===== src/rtl/alu_operand_pkg.sv =====
// Shared encodings and constants for the ALU operand stage.
package alu_operand_pkg;

  typedef enum logic [1:0] {
    SRC_A_PC   = 2'd0,
    SRC_A_REG  = 2'd1,
    SRC_A_MDR  = 2'd2,
    SRC_A_ZERO = 2'd3
  } sel_a_e;

  typedef enum logic [2:0] {
    SRC_B_REG      = 3'd0,
    SRC_B_FOUR     = 3'd1,
    SRC_B_SEXT     = 3'd2,
    SRC_B_SEXT_SH2 = 3'd3,
    SRC_B_A        = 3'd4,
    SRC_B_ZEXT     = 3'd5,
    SRC_B_LUI      = 3'd6,
    SRC_B_SHAMT    = 3'd7
  } sel_b_e;

  localparam logic [31:0] OPERAND_FOUR = 32'd4;

  // Base-width layout; WIDTH-parametrised modules declare the same field order locally.
  typedef struct packed {
    logic [31:0] op_a;
    logic [31:0] op_b;
  } operand_pair_t;

endpackage


===== src/rtl/operand_fifo.sv =====
// In-order circular buffer of operand pairs with synchronous flush.
module operand_fifo #(
  parameter int unsigned WIDTH = 32,
  parameter int unsigned DEPTH = 2,
  localparam int unsigned LW = $clog2(DEPTH + 1),
  localparam int unsigned PW = $clog2(DEPTH)
) (
  input  logic               clk,
  input  logic               reset_n,
  input  logic               push,
  input  logic               pop,
  input  logic               flush,
  input  logic [2*WIDTH-1:0] wdata,
  output logic [2*WIDTH-1:0] rdata,
  output logic [LW-1:0]      level,
  output logic               full,
  output logic               empty
);

  logic [2*WIDTH-1:0] mem [DEPTH];
  logic [PW-1:0]      wr_ptr;
  logic [PW-1:0]      rd_ptr;
  logic               do_push;
  logic               do_pop;

  assign full    = (level == LW'(DEPTH));
  assign empty   = (level == '0);
  assign do_push = push && !full && !flush;
  assign do_pop  = pop && !empty && !flush;
  assign rdata   = mem[rd_ptr];

  // DEPTH is a power of two, so pointers wrap naturally.
  always_ff @(posedge clk or negedge reset_n) begin
    if (!reset_n) begin
      wr_ptr <= '0;
      rd_ptr <= '0;
      level  <= '0;
    end else if (flush) begin
      wr_ptr <= '0;
      rd_ptr <= '0;
      level  <= '0;
    end else begin
      if (do_push) wr_ptr <= wr_ptr + PW'(1);
      if (do_pop)  rd_ptr <= rd_ptr + PW'(1);
      case ({do_push, do_pop})
        2'b10:   level <= level + LW'(1);
        2'b01:   level <= level - LW'(1);
        default: level <= level;
      endcase
    end
  end

  always_ff @(posedge clk) begin
    if (do_push) mem[wr_ptr] <= wdata;
  end

endmodule


===== src/rtl/alu_operand_stage.sv =====
// Operand source selection, immediate extension and optional swap, buffered
// ahead of the ALU through a small valid/ready FIFO.
module alu_operand_stage
  import alu_operand_pkg::*;
#(
  parameter int unsigned WIDTH = 32,
  parameter int unsigned DEPTH = 2,
  localparam int unsigned LW = $clog2(DEPTH + 1)
) (
  input  logic             clk,
  input  logic             reset_n,
  input  logic             in_valid,
  output logic             in_ready,
  input  logic [1:0]       sel_a,
  input  logic [2:0]       sel_b,
  input  logic             swap,
  input  logic [WIDTH-1:0] pc,
  input  logic [WIDTH-1:0] a,
  input  logic [WIDTH-1:0] b,
  input  logic [WIDTH-1:0] mdr,
  input  logic [15:0]      imm16,
  input  logic [4:0]       shamt,
  input  logic             flush,
  output logic             out_valid,
  input  logic             out_ready,
  output logic [WIDTH-1:0] op_a,
  output logic [WIDTH-1:0] op_b,
  output logic [LW-1:0]    level
);

  typedef struct packed {
    logic [WIDTH-1:0] op_a;
    logic [WIDTH-1:0] op_b;
  } pair_t;

  logic [WIDTH-1:0] src_a;
  logic [WIDTH-1:0] src_b;
  logic [WIDTH-1:0] imm_sext;
  logic [WIDTH-1:0] imm_zext;
  pair_t            wr_pair;
  pair_t            rd_pair;
  logic             full;
  logic             empty;
  logic             push;
  logic             pop;

  assign imm_sext = {{(WIDTH-16){imm16[15]}}, imm16};
  assign imm_zext = {{(WIDTH-16){1'b0}}, imm16};

  always_comb begin
    src_a = '0;
    case (sel_a_e'(sel_a))
      SRC_A_PC:   src_a = pc;
      SRC_A_REG:  src_a = a;
      SRC_A_MDR:  src_a = mdr;
      SRC_A_ZERO: src_a = '0;
      default:    src_a = '0;
    endcase
  end

  always_comb begin
    src_b = '0;
    case (sel_b_e'(sel_b))
      SRC_B_REG:      src_b = b;
      SRC_B_FOUR:     src_b = WIDTH'(OPERAND_FOUR);
      SRC_B_SEXT:     src_b = imm_sext;
      SRC_B_SEXT_SH2: src_b = imm_sext << 2;
      SRC_B_A:        src_b = a;
      SRC_B_ZEXT:     src_b = imm_zext;
      SRC_B_LUI:      src_b = imm_zext << 16;
      SRC_B_SHAMT:    src_b = {{(WIDTH-5){1'b0}}, shamt};
      default:        src_b = '0;
    endcase
  end

  always_comb begin
    wr_pair      = '0;
    wr_pair.op_a = swap ? src_b : src_a;
    wr_pair.op_b = swap ? src_a : src_b;
  end

  // reset_n gating keeps in_ready low while reset is held (level is already 0 then).
  assign in_ready  = reset_n && !full && !flush;
  assign push      = in_valid && in_ready;
  assign out_valid = !empty;
  assign pop       = out_valid && out_ready;
  assign op_a      = out_valid ? rd_pair.op_a : '0;
  assign op_b      = out_valid ? rd_pair.op_b : '0;

  operand_fifo #(
    .WIDTH (WIDTH),
    .DEPTH (DEPTH)
  ) u_fifo (
    .clk     (clk),
    .reset_n (reset_n),
    .push    (push),
    .pop     (pop),
    .flush   (flush),
    .wdata   (wr_pair),
    .rdata   (rd_pair),
    .level   (level),
    .full    (full),
    .empty   (empty)
  );

endmodule

===== config.mk =====
export PLATFORM = sky130hd
export DESIGN_NAME = alu_operand_stage
export DESIGN_NICKNAME = d
export VERILOG_FILES = /design/src/rtl/alu_operand_pkg.sv /design/src/rtl/operand_fifo.sv /design/src/rtl/alu_operand_stage.sv
export SDC_FILE = /design/constraint.sdc
export NUM_CORES = 1
export LEC_CHECK = 0
export ABC_AREA = 1
export BUFFER_PORTS_ARGS = -buffer_cell sky130_fd_sc_hd__buf_2
export CAP_MARGIN = 15
export CORE_ASPECT_RATIO = 1.5
export CORE_UTILIZATION = 47
export DETAILED_ROUTE_END_ITERATION = 7
export PLACE_DENSITY = 0.77
export REMOVE_ABC_BUFFERS = 1
export SETUP_SLACK_MARGIN = 0.3
export SLEW_MARGIN = 20
export SYNTH_ARGS = -nofsm -noshare
export SYNTH_HDL_FRONTEND = slang
export SYNTH_SLANG_ARGS = --single-unit
export TNS_END_PERCENT = 5

===== constraint.sdc =====
create_clock -name clk -period 3.9 [get_ports clk]
set_clock_uncertainty 0.05 [all_clocks]
set_input_delay 0.78 -clock clk [delete_from_list [all_inputs] [get_ports clk]]
set_output_delay 0.78 -clock clk [all_outputs]
set_load 0.05 [all_outputs]

* After elaboration in Yosys (flattened, before gate mapping) *
Memory sizes are Yosys's and may differ from the RTL's.
Cells that the tools add are included.

word-level totals
  bits in registers = 4
  RAM bits = 128
  output and inout port bits = 68
  word-level logic and storage cells = 52
  memories = 1

memories
  name        words  width  rd ports  clocked after memory_dff  write ports  RTL line            source
  u_fifo.mem  2      64     1         0                         1            operand_fifo.sv:20  logic [2*WIDTH-1:0] mem [DEPTH];

operators by class
  $add $sub $neg = 4
  equal/unequal tests = 13
  mux-type cells = 14
  reduce and logical (&&, ||, !) cells = 17

operators by type and width
  operator                                              count
  one-hot mux 32 bit (8 select lines)                   1
  two-way mux 32 bit                                    4
  one-hot mux 32 bit (4 select lines)                   1
  equality test 3 bit (second input constant)           4
  equality test 2 bit (second input constant)           4
  logical AND 1 bit                                     8
  equality test 3 x 2 -> 1 bit (second input constant)  2
  two-way mux 1 bit                                     6
  equality test 2 x 1 -> 1 bit (second input constant)  2
  zero test 2 bit                                       2
  one-hot mux 2 bit (2 select lines)                    1
  nonzero test 2 bit                                    2
  equality test 3 x 1 -> 1 bit (second input constant)  1
  zero test 1 bit                                       3
  zero test 3 bit                                       1
  nonzero test 3 bit                                    1
  adder 1 bit (second input constant)                   2
  adder 2 x 1 -> 2 bit (second input constant)          1
  two-way mux 2 bit                                     1
  subtractor 2 x 1 -> 2 bit (second input constant)     1

* Logic depth before layout (Yosys ltp) *
  depth in word-level cells = 10
  mapped depth = 9
  mapped depth without buffers = 8

* Cells and area by module *
Synthesis repeated with hierarchy kept, for this count alone.

second synthesis, totals
  cells, all modules = 1092
  area, all modules = 7905.1 um2

modules (own cells, without submodules)
  module             times used  cells each  area an instance (um2)  seq. area each (um2)
  operand_fifo       1           376         4946.0                  3943.8
  alu_operand_stage  1           716         2959.1                  0.0

* Worst setup path after synthesis *
No wires, ideal clock.

  kind = flip-flop to flip-flop
  start point = reg u_fifo.level[0]
  end point = mem u_fifo.mem[0][0] (netlist name), enable pin
  library setup time = 0.487 ns
  arrival time = 3.758 ns
  slack = -0.394 ns
  cell stages (with the launch flop) = 5
  cell sequence = dfrtp_1 inv_1 nand2_1 nand3_1 nor2_1

between the ends
  longest elaborated chain between the ends = 9

RTL lines
  item                                         RTL line                                     source
  start: declaration                           operand_fifo.sv:15                           output logic [LW-1:0] level,
  start signal: assignment                     operand_fifo.sv:46                           2'b10: level <= level + LW'(1);
  start signal: assignment                     operand_fifo.sv:47                           2'b01: level <= level - LW'(1);
  start signal: assignment                     operand_fifo.sv:48                           default: level <= level;
  equality test 2 bit (*)                      operand_fifo.sv:26                           assign full = (level == LW'(DEPTH));
  zero test 1 bit (*)                          operand_fifo.sv:28, alu_operand_stage.sv:83
  logical AND 1 bit (2 in series)              alu_operand_stage.sv:83                      assign in_ready = reset_n && !full && !flush;
  logical AND 1 bit                            alu_operand_stage.sv:84                      assign push = in_valid && in_ready;
  logical AND 1 bit (*) (2 in series)          operand_fifo.sv:28                           assign do_push = push && !full && !flush;
  two-way mux 1 bit (*)                        operand_fifo.sv:54                           if (do_push) mem[wr_ptr] <= wdata;
  two-way mux 1 bit (implied by the code) (*)  operand_fifo.sv:54
  end: declaration                             operand_fifo.sv:20

Every way passes the cells marked *; elsewhere a longest branch is shown, timed or not.

* Worst setup path in the final report *
  start point = reg u_fifo.rd_ptr
  end point = out op_a[5]

between the ends
  longest elaborated chain between the ends = 2

RTL lines
  item                      RTL line                 source
  start: declaration        operand_fifo.sv:22       logic [PW-1:0] rd_ptr;
  start signal: assignment  operand_fifo.sv:44       if (do_pop) rd_ptr <= rd_ptr + PW'(1);
  memory (2 x 64 bit)       --
  two-way mux 32 bit        alu_operand_stage.sv:87  assign op_a = out_valid ? rd_pair.op_a : '0;
  end: declaration          alu_operand_stage.sv:26  output logic [WIDTH-1:0] op_a,

Every way passes these cells.

==> impl_metrics.sql <==
INSERT INTO impl_metrics (metric_group, metric, value, unit) VALUES
('outcome', 'run_status', 'completed', ''),
('layout', 'layout-drive-gt1-share', '24.5', '%'),
('layout', 'regArea', '0.00395', 'sq mm'),
('pwr', 'static-leakage-power', '4.30', 'nW'),
('timing', 'tightest_slew_margin_relative_to_the_limit', '34.6', '%'),
('grt', 'antenna_found_initial', '0', ''),
('drt', 'met2WireLength', '12000', 'microns'),
('yosys', 'post_synth_inst_count', '950', ''),
('run', 'max-cap-violations', '0', ''),
('critical_path', 'worst_setup_path_start_kind', 'register', ''),
('die', 'fp.coreArea', '0.0152', 'sq mm'),
('grt', 'first_global_vias', '6932', ''),
('place', 'buffer_ports.inserted', '227', ''),
('critical_path', 'crit_path_max_fanout', '47', ''),
('cts', 'tritoncts_clock_tree', 'built', ''),
('cts', 'ctsHoldBuffers', '0', ''),
('timing', 'finalSetupViolCount', '0', ''),
('drt', 'routed_wirelength', '23000', 'microns'),
('cts', 'cts_root_buffer', 'sky130_fd_sc_hd__clkbuf_16', ''),
('yosys', 'synth.ff_latch_count', '132', ''),
('critical_path', 'timing_worst_setup_path_type', 'register to output pin', ''),
('critical_path', 'worst_setup_path_end_kind', 'output pin', ''),
('place', 'finalWeightedCongestion', '0.860', ''),
('timing', 'final_hold_violating_endpoints', '0', ''),
('grt', 'groute.usage.overall', '28.8', '%'),
('drt', 'drcViolationCount', '0', ''),
('grt', 'grt_first_pass_wirelength', '35500', 'microns'),
('layout', 'layout_commonest_cell', 'sky130_fd_sc_hd__nand2_1', ''),
('timing', 'maxSlewViolCount', '0', ''),
('layout', 'area_delta_synth_final', '25.6', '%'),
('die', 'dieWidth', '104', 'microns'),
('grt', 'maximum_number_of_pins_on_one_net_before_global_route_repair', '65', ''),
('timing', 'rsz0062_at_grt', 'no', ''),
('critical_path', 'critPathRequiredTime', '3070', 'ps'),
('critical_path', 'crit_start', 'u_fifo.rd_ptr', ''),
('layout', 'multi_input_area', '0.00312', 'sq mm'),
('drt', 'drt-pass1-iter-count', '7', ''),
('layout', 'postLayoutCellArea', '0.00927', 'sq mm'),
('timing', 'fin_setup_tns', '0', 'ps'),
('pwr', 'powerDensity', '576', 'mW/mm^2'),
('cts', 'cts_max_level', '4', ''),
('layout', 'final.fill_count', '1362', ''),
('die', 'standard_cell_rows', '55', ''),
('critical_path', 'critical_r2r_launch', 'u_fifo.level[0]', ''),
('drt', 'highest-signal-layer', 'met4', ''),
('yosys', 'synth.yosys.warnings', '0', ''),
('layout', 'layout_common_cells', 'sky130_fd_sc_hd__nand2_1 (501), sky130_fd_sc_hd__buf_2 (227), sky130_fd_sc_hd__edfxtp_1 (128)', ''),
('cts', 'clkLatencyLatePin', '410', 'ps'),
('timing', 'min_period', '3140', 'ps'),
('die', 'io_pins', '228', ''),
('layout', 'diodes', '0', ''),
('critical_path', 'arrival', '2310', 'ps'),
('drt', 'routed-wl-met3', '1690', 'microns'),
('timing', 'max_freq', '0.318', 'GHz'),
('cts', 'tritoncts_num_sinks', '132', ''),
('drt', 'via_count', '7436', ''),
('yosys', 'synthesis.area', '0.00738', 'sq mm'),
('timing', 'final_cycle_share', '80.5', '%'),
('cts', 'cts-resized-gates', '0', ''),
('cts', 'cts_made_buffers', '17', ''),
('drt', 'drt_iter0_drc', '671', ''),
('drt', 'post_drt_via_cell_ratio', '5.46', ''),
('layout', 'nNetsFinal', '1312', ''),
('yosys', 'ys_types', '21', ''),
('yosys', 'yosysSeqAreaShare', '53.4', '%'),
('timing', 'worst_pin_slew', '977', 'ps'),
('die', 'start_util', '48.5', '%'),
('drt', 'drt-wirelength-per-cell', '16.9', 'microns'),
('place', 'place.detailed.hpwl', '15900', 'microns'),
('cts', 'cts_setup_buffers', '0', ''),
('drt', 'antenna_violating_nets_post_route', '0', ''),
('drt', 'drt-met1-wl', '8310', 'microns'),
('grt', 'grt_remaining_overflow', '0', ''),
('cts', 'cts-root-to-sink-buffers', '2', ''),
('cts', 'clk_pin_slew_worst_paths', '50', 'ps'),
('place', 'place_area', '0.00868', 'sq mm'),
('die', 'die-area', '0.0162', 'sq mm'),
('worst_hold_path', 'worstHoldPathType', 'input pin to asynchronous set/reset pin', ''),
('die', 'die_height', '155', 'microns'),
('pwr', 'peakVddDrop', '0.000271', 'V'),
('yosys', 'syn_area_per_cell', '7.77', 'sq um');
[Yosys cell counts]
| cell | n | share of area (%) |
|---|---|---|
| sky130_fd_sc_hd__buf_6 | 1 | 0.15 |
| sky130_fd_sc_hd__clkinv_1 | 1 | 0.051 |
| sky130_fd_sc_hd__nand2_2 | 2 | 0.17 |
| sky130_fd_sc_hd__buf_1 | 10 | 0.51 |
| sky130_fd_sc_hd__buf_2 | 11 | 0.75 |
| sky130_fd_sc_hd__clkbuf_1 | 35 | 1.8 |
| sky130_fd_sc_hd__nor3_4 | 1 | 0.22 |
| sky130_fd_sc_hd__nor2_1 | 35 | 1.8 |
| sky130_fd_sc_hd__edfxtp_1 | 128 | 52 |
| sky130_fd_sc_hd__or2_2 | 3 | 0.25 |
| sky130_fd_sc_hd__a21oi_1 | 65 | 4.4 |
| sky130_fd_sc_hd__nand2_1 | 501 | 25 |
| sky130_fd_sc_hd__buf_4 | 2 | 0.20 |
| sky130_fd_sc_hd__o21ai_0 | 2 | 0.14 |
| sky130_fd_sc_hd__nor2_2 | 1 | 0.085 |
| sky130_fd_sc_hd__inv_2 | 3 | 0.15 |
| sky130_fd_sc_hd__nand3b_1 | 4 | 0.41 |
| sky130_fd_sc_hd__nand3_1 | 68 | 4.6 |
| sky130_fd_sc_hd__inv_1 | 22 | 1.1 |
| sky130_fd_sc_hd__dfrtp_1 | 4 | 1.4 |
| sky130_fd_sc_hd__nand4_1 | 51 | 4.3 |
[report_power, final]
group	leakage, nW	switching (mW)	internal, mW
Sequential	1.23	0.0303	1.65
Clock	0.289	0.562	1.05
Combinational	2.78	1.61	0.429
Total	4.30	2.20	3.14
[routing by layer]
metal,vias to the layer above,track usage (%)
met5,-,0
met4,0,14.9
met3,72,5.32
met2,382,51.7
met1,3411,32.5
li1,3571,-
[state kept, by name, summed over array words and instances, names as in the netlist]
signal / count
u_fifo.level: 2
u_fifo.wr_ptr: 1
u_fifo.mem: 128
u_fifo.rd_ptr: 1
[cell families (layout without fill, tap and decap cells)]
family	after synthesis	in the layout	synth area share, %
and+or+nand+nor	666	666	37.3
AOI/OAI and AO/OA	67	67	4.54
buffers and inverters	85	299	4.71
DFF	132	132	53.4
[stage by stage]
stage	worst slack [ps]	hold WS (ps)	power (mW)	util, %	cells
final	760	122	5.34	61.0	1363
after CTS	733	114	5.34	61.0	1363
after detailed placement	1180	527	3.75	57.0	1332
after floorplan	-394	433	3.12	-	891
after global routing	604	115	5.53	61.0	1363
after global placement	1160	508	3.72	57.0	1332
[path summary, 6_finish.rpt]
path	to	slack [ps]	cells after the start
min in group clk	u_fifo.wr_ptr	550	1
min	u_fifo.level[0]	120	1
max reg2reg	u_fifo.mem[0][46]	1660	5
min reg2reg	u_fifo.wr_ptr	550	1
max	op_a[5]	760	5
max in group asynchronous	u_fifo.rd_ptr	3530	1
[critical path, stage by stage, from the launching register on]
cell and delay (ps):
sky130_fd_sc_hd__dfrtp_2 400, sky130_fd_sc_hd__inv_2 640, sky130_fd_sc_hd__buf_4 320, sky130_fd_sc_hd__nand2_1 80
sky130_fd_sc_hd__a21oi_1 150, sky130_fd_sc_hd__buf_2 290
[cell type report]
| cell class | count | area share, % |
|---|---|---|
| sequential | 132 | 42.6 |
| clock buffer | 19 | 4.67 |
| clock inverter | 12 | 1.75 |
| timing repair buffer | 242 | 13.6 |
| tap | 199 | 2.69 |
| inverter | 26 | 1.05 |
| multi-input combinational | 733 | 33.7 |
Power figures use the tool's default switching activity.
